<file path="src/rtl/uart_receiver.sv">
// uart_receiver: 16x-oversampled UART receive stage.
// Start-bit validation, 5-8 data bits LSB first, optional parity, 1-2 stop bits.
// Each completed character is presented with a one-cycle rx_done_o pulse.
module uart_receiver #(
  parameter int OVERSAMPLE = 16
) (
  input  logic       clk_i,
  input  logic       rst_n_i,
  input  logic       ov_baud_rt_i,
  input  logic       rx_i,
  input  logic       rx_enable_i,
  input  logic [1:0] data_width_i,
  input  logic [1:0] parity_mode_i,
  input  logic       stop_bits_i,
  output logic [7:0] data_rx_o,
  output logic       rx_done_o,
  output logic       frame_error_o,
  output logic       parity_error_o,
  output logic       rx_busy_o
);
  localparam int TW = $clog2(OVERSAMPLE);
  localparam logic [TW-1:0] HALF = TW'(OVERSAMPLE / 2 - 1);
  localparam logic [TW-1:0] LAST = TW'(OVERSAMPLE - 1);

  typedef enum logic [2:0] {IDLE, START, DATA, PARITY, STOP, DONE} state_e;

  state_e        state_q, state_d;
  logic          rx_meta_q, rx_s_q, rx_prev_q;
  logic [TW-1:0] tick_q, tick_d;
  logic [2:0]    bit_cnt_q, bit_cnt_d;
  logic [7:0]    shift_q, shift_d;
  logic [1:0]    width_q, width_d;
  logic [1:0]    par_mode_q, par_mode_d;
  logic          stop2_q, stop2_d;
  logic          fe_q, fe_d, pe_q, pe_d;
  logic [7:0]    data_q, data_d;
  logic          fe_o_q, fe_o_d, pe_o_q, pe_o_d;

  // Parity is enabled only for modes 01 (even) and 10 (odd).
  logic par_en, par_odd, par_x, samp;
  assign par_en  = parity_mode_q_en(par_mode_q);
  assign par_odd = (par_mode_q == 2'b10);
  assign par_x   = (^shift_q) ^ rx_s_q;
  // Mid-bit sample point; the START phase counts half a bit, later phases a full bit.
  assign samp    = ov_baud_rt_i && (tick_q == ((state_q == START) ? HALF : LAST));

  function automatic logic parity_mode_q_en(input logic [1:0] m);
    return m[0] ^ m[1];
  endfunction

  // Two-flop synchronizer plus edge-history flop; idle-high on reset.
  always_ff @(posedge clk_i or negedge rst_n_i) begin
    if (!rst_n_i) begin
      rx_meta_q <= 1'b1;
      rx_s_q    <= 1'b1;
      rx_prev_q <= 1'b1;
    end else begin
      rx_meta_q <= rx_i;
      rx_s_q    <= rx_meta_q;
      rx_prev_q <= rx_s_q;
    end
  end

  // State, counters, frame shadows and held outputs.
  always_ff @(posedge clk_i or negedge rst_n_i) begin
    if (!rst_n_i) begin
      state_q    <= IDLE;
      tick_q     <= '0;
      bit_cnt_q  <= '0;
      shift_q    <= '0;
      width_q    <= '0;
      par_mode_q <= '0;
      stop2_q    <= 1'b0;
      fe_q       <= 1'b0;
      pe_q       <= 1'b0;
      data_q     <= '0;
      fe_o_q     <= 1'b0;
      pe_o_q     <= 1'b0;
    end else begin
      state_q    <= state_d;
      tick_q     <= tick_d;
      bit_cnt_q  <= bit_cnt_d;
      shift_q    <= shift_d;
      width_q    <= width_d;
      par_mode_q <= par_mode_d;
      stop2_q    <= stop2_d;
      fe_q       <= fe_d;
      pe_q       <= pe_d;
      data_q     <= data_d;
      fe_o_q     <= fe_o_d;
      pe_o_q     <= pe_o_d;
    end
  end

  // Next-state logic; outputs are loaded on entry to DONE so they are valid with the pulse.
  always_comb begin
    state_d    = state_q;
    tick_d     = tick_q;
    bit_cnt_d  = bit_cnt_q;
    shift_d    = shift_q;
    width_d    = width_q;
    par_mode_d = par_mode_q;
    stop2_d    = stop2_q;
    fe_d       = fe_q;
    pe_d       = pe_q;
    data_d     = data_q;
    fe_o_d     = fe_o_q;
    pe_o_d     = pe_o_q;
    if (state_q != IDLE && state_q != DONE && ov_baud_rt_i) tick_d = tick_q + TW'(1);
    case (state_q)
      IDLE: if (rx_enable_i && rx_prev_q && !rx_s_q) begin
        state_d = START;
        tick_d  = '0;
        fe_d    = 1'b0;
        pe_d    = 1'b0;
      end
      START: if (samp) begin
        if (!rx_s_q) begin
          state_d    = DATA;
          tick_d     = '0;
          bit_cnt_d  = '0;
          shift_d    = '0;
          width_d    = data_width_i;
          par_mode_d = parity_mode_i;
          stop2_d    = stop_bits_i;
        end else begin
          state_d = IDLE;
        end
      end
      DATA: if (samp) begin
        shift_d[bit_cnt_q] = rx_s_q;
        if (bit_cnt_q == {1'b1, width_q}) begin
          bit_cnt_d = '0;
          state_d   = par_en ? PARITY : STOP;
        end else begin
          bit_cnt_d = bit_cnt_q + 3'd1;
        end
      end
      PARITY: if (samp) begin
        pe_d    = par_odd ? ~par_x : par_x;
        state_d = STOP;
      end
      STOP: if (samp) begin
        fe_d = fe_q | ~rx_s_q;
        if (bit_cnt_q == {2'b00, stop2_q}) begin
          state_d = DONE;
          data_d  = shift_q;
          fe_o_d  = fe_q | ~rx_s_q;
          pe_o_d  = pe_q;
        end else begin
          bit_cnt_d = bit_cnt_q + 3'd1;
        end
      end
      DONE:    state_d = IDLE;
      default: state_d = IDLE;
    endcase
    // Disable aborts any frame in flight without touching the presented character.
    if (state_q != IDLE && !rx_enable_i) begin
      state_d = IDLE;
      data_d  = data_q;
      fe_o_d  = fe_o_q;
      pe_o_d  = pe_o_q;
    end
  end

  assign data_rx_o      = data_q;
  assign frame_error_o  = fe_o_q;
  assign parity_error_o = pe_o_q;
  assign rx_done_o      = (state_q == DONE);
  assign rx_busy_o      = (state_q != IDLE);
endmodule

</file>
<file path="config.mk">
export PLATFORM = sky130hd
export DESIGN_NAME = uart_receiver
export DESIGN_NICKNAME = d
export VERILOG_FILES = /design/src/rtl/uart_receiver.sv
export SDC_FILE = /design/constraint.sdc
export NUM_CORES = 1
export LEC_CHECK = 0
export BUFFER_PORTS_ARGS = -buffer_cell sky130_fd_sc_hd__buf_2
export CORE_UTILIZATION = 64
export CTS_BUF_LIST = sky130_fd_sc_hd__clkbuf_2
export DETAILED_ROUTE_END_ITERATION = 8
export PLACE_DENSITY_LB_ADDON = 0.2
export SLEW_MARGIN = 30
export SYNTH_ARGS = -nofsm -noshare
export SYNTH_HDL_FRONTEND = slang
export SYNTH_SLANG_ARGS = --single-unit
export TNS_END_PERCENT = 50
</file>
<file path="constraint.sdc">
create_clock -name clk_i -period 3.92 [get_ports clk_i]
set_input_delay 0.784 -clock clk_i [delete_from_list [all_inputs] [get_ports clk_i]]
set_output_delay 0.784 -clock clk_i [all_outputs]
set_load 0.005 [all_outputs]
</file>
# After elaboration in Yosys (flattened, before gate mapping)
# Cells that the tools add are included.
# word_totals
register_bits	38
latch_bits	0
ramBits	0
romBits	0
inputBits	10
output_inout_bits	12
elab_cells	109
mem_count	0
# classes
add_sub_neg	2
multipliers	0
n_div	0
order_cmp	2
n_eq_ne	24
n_shift	0
mux	37
bitwise	6
n_reduce_logical	23
# op_table
op	count
$mux 3	15
$mux 8	3
$ne 3x3->1 const B	7
$mux 4	5
$pmux 8 s2	1
$pmux 3 s5	1
$ne 2x2->1 const B	7
$pmux 3 s3	1
$reduce_and 3->1	3
$bwmux 8	1
$pmux 4 s2	1
$reduce_and 4->1	2
$reduce_xor 8->1	1
$logic_and 1x1->1	7
$reduce_and 7->1	1
$eq 3x2->1 const B	2
$eq 3x3->1 const B	2
$reduce_and 6->1	1
$reduce_bool 2->1	3
$reduce_bool 3->1	2
$mux 1	5
$add 4x1->4 const B	1
$eq 4x4->1	1
$lt 3x4->1 const B	1
15 further kinds	20

# Depth between registers and ports, before layout
# logic_depth
ltp_word	7
ltp_mapped	7

# Least setup slack after synthesis
# No wires, ideal clock.
# synth_path
kind	in2reg
start	input ov_baud_rt_i
end	register data_q[1], in the netlist data_rx_o[1]
setup_time_ns	0.125
arrival_ns	1.873
required_ns	3.795
setup_slack_ns	1.923
path_stages	4
n_path_buf	1
path_cell_list	nand4_2 -> or4_4 -> buf_6 -> mux2_2
# synth_via
elab_chain_len	2
# synth_rtl
element	line_no	text
start, declared	9	input logic ov_baud_rt_i,
$logic_and 1x1->1	45	assign samp = ov_baud_rt_i && (tick_q == ((state_q == START) ? HALF : LAST));
$reduce_and 4->1 (no source line)	n/a	
end signal, assigned	89	data_q <= data_d;
end, declared	36	logic [7:0] data_q, data_d;
# Every way passes these cells.
# A chain may end at the register's enable or synchronous reset.

# Worst setup path in the final report
# layout_path
start	register state_q[1]
end	output rx_done_o
# layout_via
elab_chain_len	1
# layout_rtl
element	line_no	text
start, declared	27	state_e state_q, state_d;
start signal, assigned	80	state_q <= state_d;
$eq 3x3->1	169	assign rx_done_o = (state_q == DONE);
end, declared	16	output logic rx_done_o,
# Every way passes these cells.

==> results.txt <==
Hold Path Class = reg -> reg
Die Span Y = 58.8 microns
DRC Markers = 0
Slew headroom = 46.1%
clock transition at the registers of the reported paths = 0.17 ns
sequential fraction of the synthesis area = 46.2%
pin count of the biggest net entering global routing = 39
maximum VDD drop = 0.000239 V
Async SR Flop Fraction = 100%
Avg WL per Cell = 14.0 microns
top cells by area, synth = dfrtp_1 42%, xnor2_1 5.5%, mux2_2 4.9%, o21ai_0 4.8%, dfstp_2 3.8%
standard-cell rows = 20
Detail Route Antenna Nets = 0
Layout Cells excl Fill = 258
Starting Density = 67.6%
Root Driver = clkbuf_2
share of power burned in registers = 57.2%
die width = 58.8 microns
largest family of logic cells by synthesized area = simple AND/OR/NAND/NOR gates
Comb power frac = 24.1%
# IOs = 22
1st-iter DRT viols = 53
Routed WL = 3610 microns
simple logic cell fraction of the synthesized area = 15.5%
Crit Path Class = reg -> out
pre-CTS setup slack = 1.72 ns
Synth Area in Adders = 1.82%
PostCTS Resize Cnt = 0
P_leak = 1.03 nW
initial antenna violation count = 0
CP Max Fanout = 18
Overall Global Routing Usage = 24.8%
Max Slew Vio Count = 0
maxcap violations = 0
P_int = 0.578 mW
H-tree depth = 2
footprint of the multi-input gates = 1000 sq um
Synth-to-Final Area Change = 5.82%
CP required = 3.14 ns
Worst EP arrival = 1.59 ns
RePlAce Congestion = 0.769
post-CTS setup buffer count = 0
final setup vio count = 0
worst setup margin = 1.54 ns
switching power = 0.313 mW
RSZ-0062 raised after global routing = no
PwrDens = 408 nW/um^2
EDFF count, synth = 0
Synth Warn # = 0
Max Freq = 421 MHz
Fin Clk Skew = 0.0141 ns
post-synthesis mux area share = 11.0%
Mapped Area = 2060 sq um
Post-Syn Area per Cell = 10.4 sq um
GRT overflow = 0
vias per cell = 5.89
hpwl dp = 2640 microns
Syn Nets = 211
Worst Tran Pin Value = 0.808 ns
nets = 226
CORE AREA = 3050 sq um
diode count = 0
Crit. End Element = primary output
total number of vias = 1520
ys flop type = dfrtp_1
CP Launch Type = register
sw frac = 35.1%
clock share of power = 18.7%
IO Port Bufs = 21
ratio of cells with drive above 1 in the final layout = 24.3%
first-pass iteration count of the detailed router = 4
Max clock buf depth = 2
Compound-Gate Fraction of Synth Area = 13.2%
final critical-path share of the clock period = 60.6%
number of global-route vias before repair = 1401
TritonCTS clock tree = built
Reg area = 955 sq um
outcome = finished clean
Tmin final = 2.38 ns
Fin. Hold Viols = 0
Yosys cell types = 45
Clock Latency Late Sink = 0.38 ns
Yosys reg bits = 38
post-synth top area share = 42.4%
clk sinks = 38
Inserted Clock Buffers = 5
Fin Hold WS = 0.372 ns
cell taking the most area after synthesis = dfrtp_1
first-pass GRT wire length = 6350 microns
DIE AREA = 3460 sq um
Cells after Synth = 198
setup TNS = 0 ns
placed cell count = 250
Layout fillers = 239
Post-Synth XOR/XNOR Area = 7.21%
CTS Hold Bufs = 0
[state kept, by name, indices dropped and copies added (netlist names)]
register        count
bit_cnt_q           3
data_rx_o           8
fe_q                1
frame_error_o       1
par_mode_q          2
parity_error_o      1
pe_q                1
rx_meta_q           1
rx_prev_q           1
rx_s_q              1
shift_q             8
state_q             3
stop2_q             1
tick_q              4
width_q             2
[stage by stage]
step                      total power [mW]  util (%)  cell area (sq um)
after global routing                 0.945      71.6               2180
after CTS                            0.896      71.6               2180
after global placement               0.717      70.3               2150
final                                0.890      71.6               2180
after detailed placement             0.728      70.3               2150
after floorplan                      0.679         -               2060
[Yosys cell counts (2+ instances only)]
library cell and count:
o31ai_1 5, nor2b_1 2, nand3b_1 2, mux2_2 9, o21ai_0 20, xor2_1 4, inv_1 7, a21oi_1 6
dfrtp_1 35, mux2_4 5, or3_1 2, buf_2 6, buf_6 3, nand3_1 4, nor4_1 2, nand2_1 9
or4_4 2, dfstp_2 3, nor2_1 16, a31oi_1 3, ha_1 3, xnor2_1 13, nand4_1 3, nor3_1 4
mux2i_1 5, clkbuf_1 4, nand2b_1 3
[layout by cell type (no fill, tap or decap), drive strengths merged, types with 2 or more instances in the layout]
cell and instances:
o21ai 21, clkinv 2, a21oi 6, dfstp 3, mux2i 5, nand3b 2, nand3 4, a21boi 2
buf 21, or4 2, nand2b 3, nand2 9, o31ai 5, nor4 2, xnor2 13, nor3 4
nor2 17, clkbuf 6, nor2b 2, xor2 4, dfrtp 35, or3 2, inv 7, nand4 4
ha 3, mux2 14, a31oi 3
[path summary, 6_finish.rpt]
| path | from | endpoint | slack [ns] | cells after the start |
|---|---|---|---|---|
| worst max-delay path | state_q[1] | rx_done_o | 1.54 | 3 |
| worst min-delay path | rx_meta_q | rx_s_q | 0.37 | 0 |
| worst max register to register | state_q[2] | bit_cnt_q[2] | 1.89 | 5 |
| worst min register to register | rx_meta_q | rx_s_q | 0.37 | 0 |
| max in group asynchronous | rst_n_i | tick_q[2] | 2.95 | 1 |
| min in group asynchronous | rst_n_i | data_rx_o[7] | 0.45 | 1 |
[power by group through the flow]
| stage | clock network [mW] | logic (mW) | registers, mW |
|---|---|---|---|
| after floorplan | 0 | 0.216 | 0.463 |
| after global placement | 0 | 0.206 | 0.511 |
| after detailed placement | 0 | 0.214 | 0.514 |
| after CTS | 0.174 | 0.216 | 0.507 |
| after global routing | 0.187 | 0.238 | 0.520 |
| final | 0.167 | 0.215 | 0.509 |
[area by class of cell]
cell class / count / area share (%)
clock buffer: 6 / 1.37
clock inverter: 2 / 0.401
tap: 44 / 2.52
sequential: 38 / 43.7
timing repair buffer: 21 / 4.81
inverter: 7 / 1.20
multi-input combinational: 140 / 46.0
[routing by layer]
metal	global-route usage (%)	share of wire (%)	vias to the layer above
li1	-	-	731
met1	32.0	43	739
met2	41.2	51	45
met3	5.93	4.6	5
met4	8.16	1.2	0
met5	0	0	-
[worst max-delay path, stage by stage (launching register included)]
cell and delay [ns]:
dfrtp_1 0.70, inv_1 0.21, and3_1 0.19, buf_2 0.12
[cell families after synthesis]
group | after synthesis
AOI/OAI and AO/OA | 43
xor gates and xnor gates | 17
adders and majority gates | 3
buffers and inverters | 20
DFF | 38
muxes | 19
and+or+nand+nor | 58
Power figures use the tool's default switching activity.
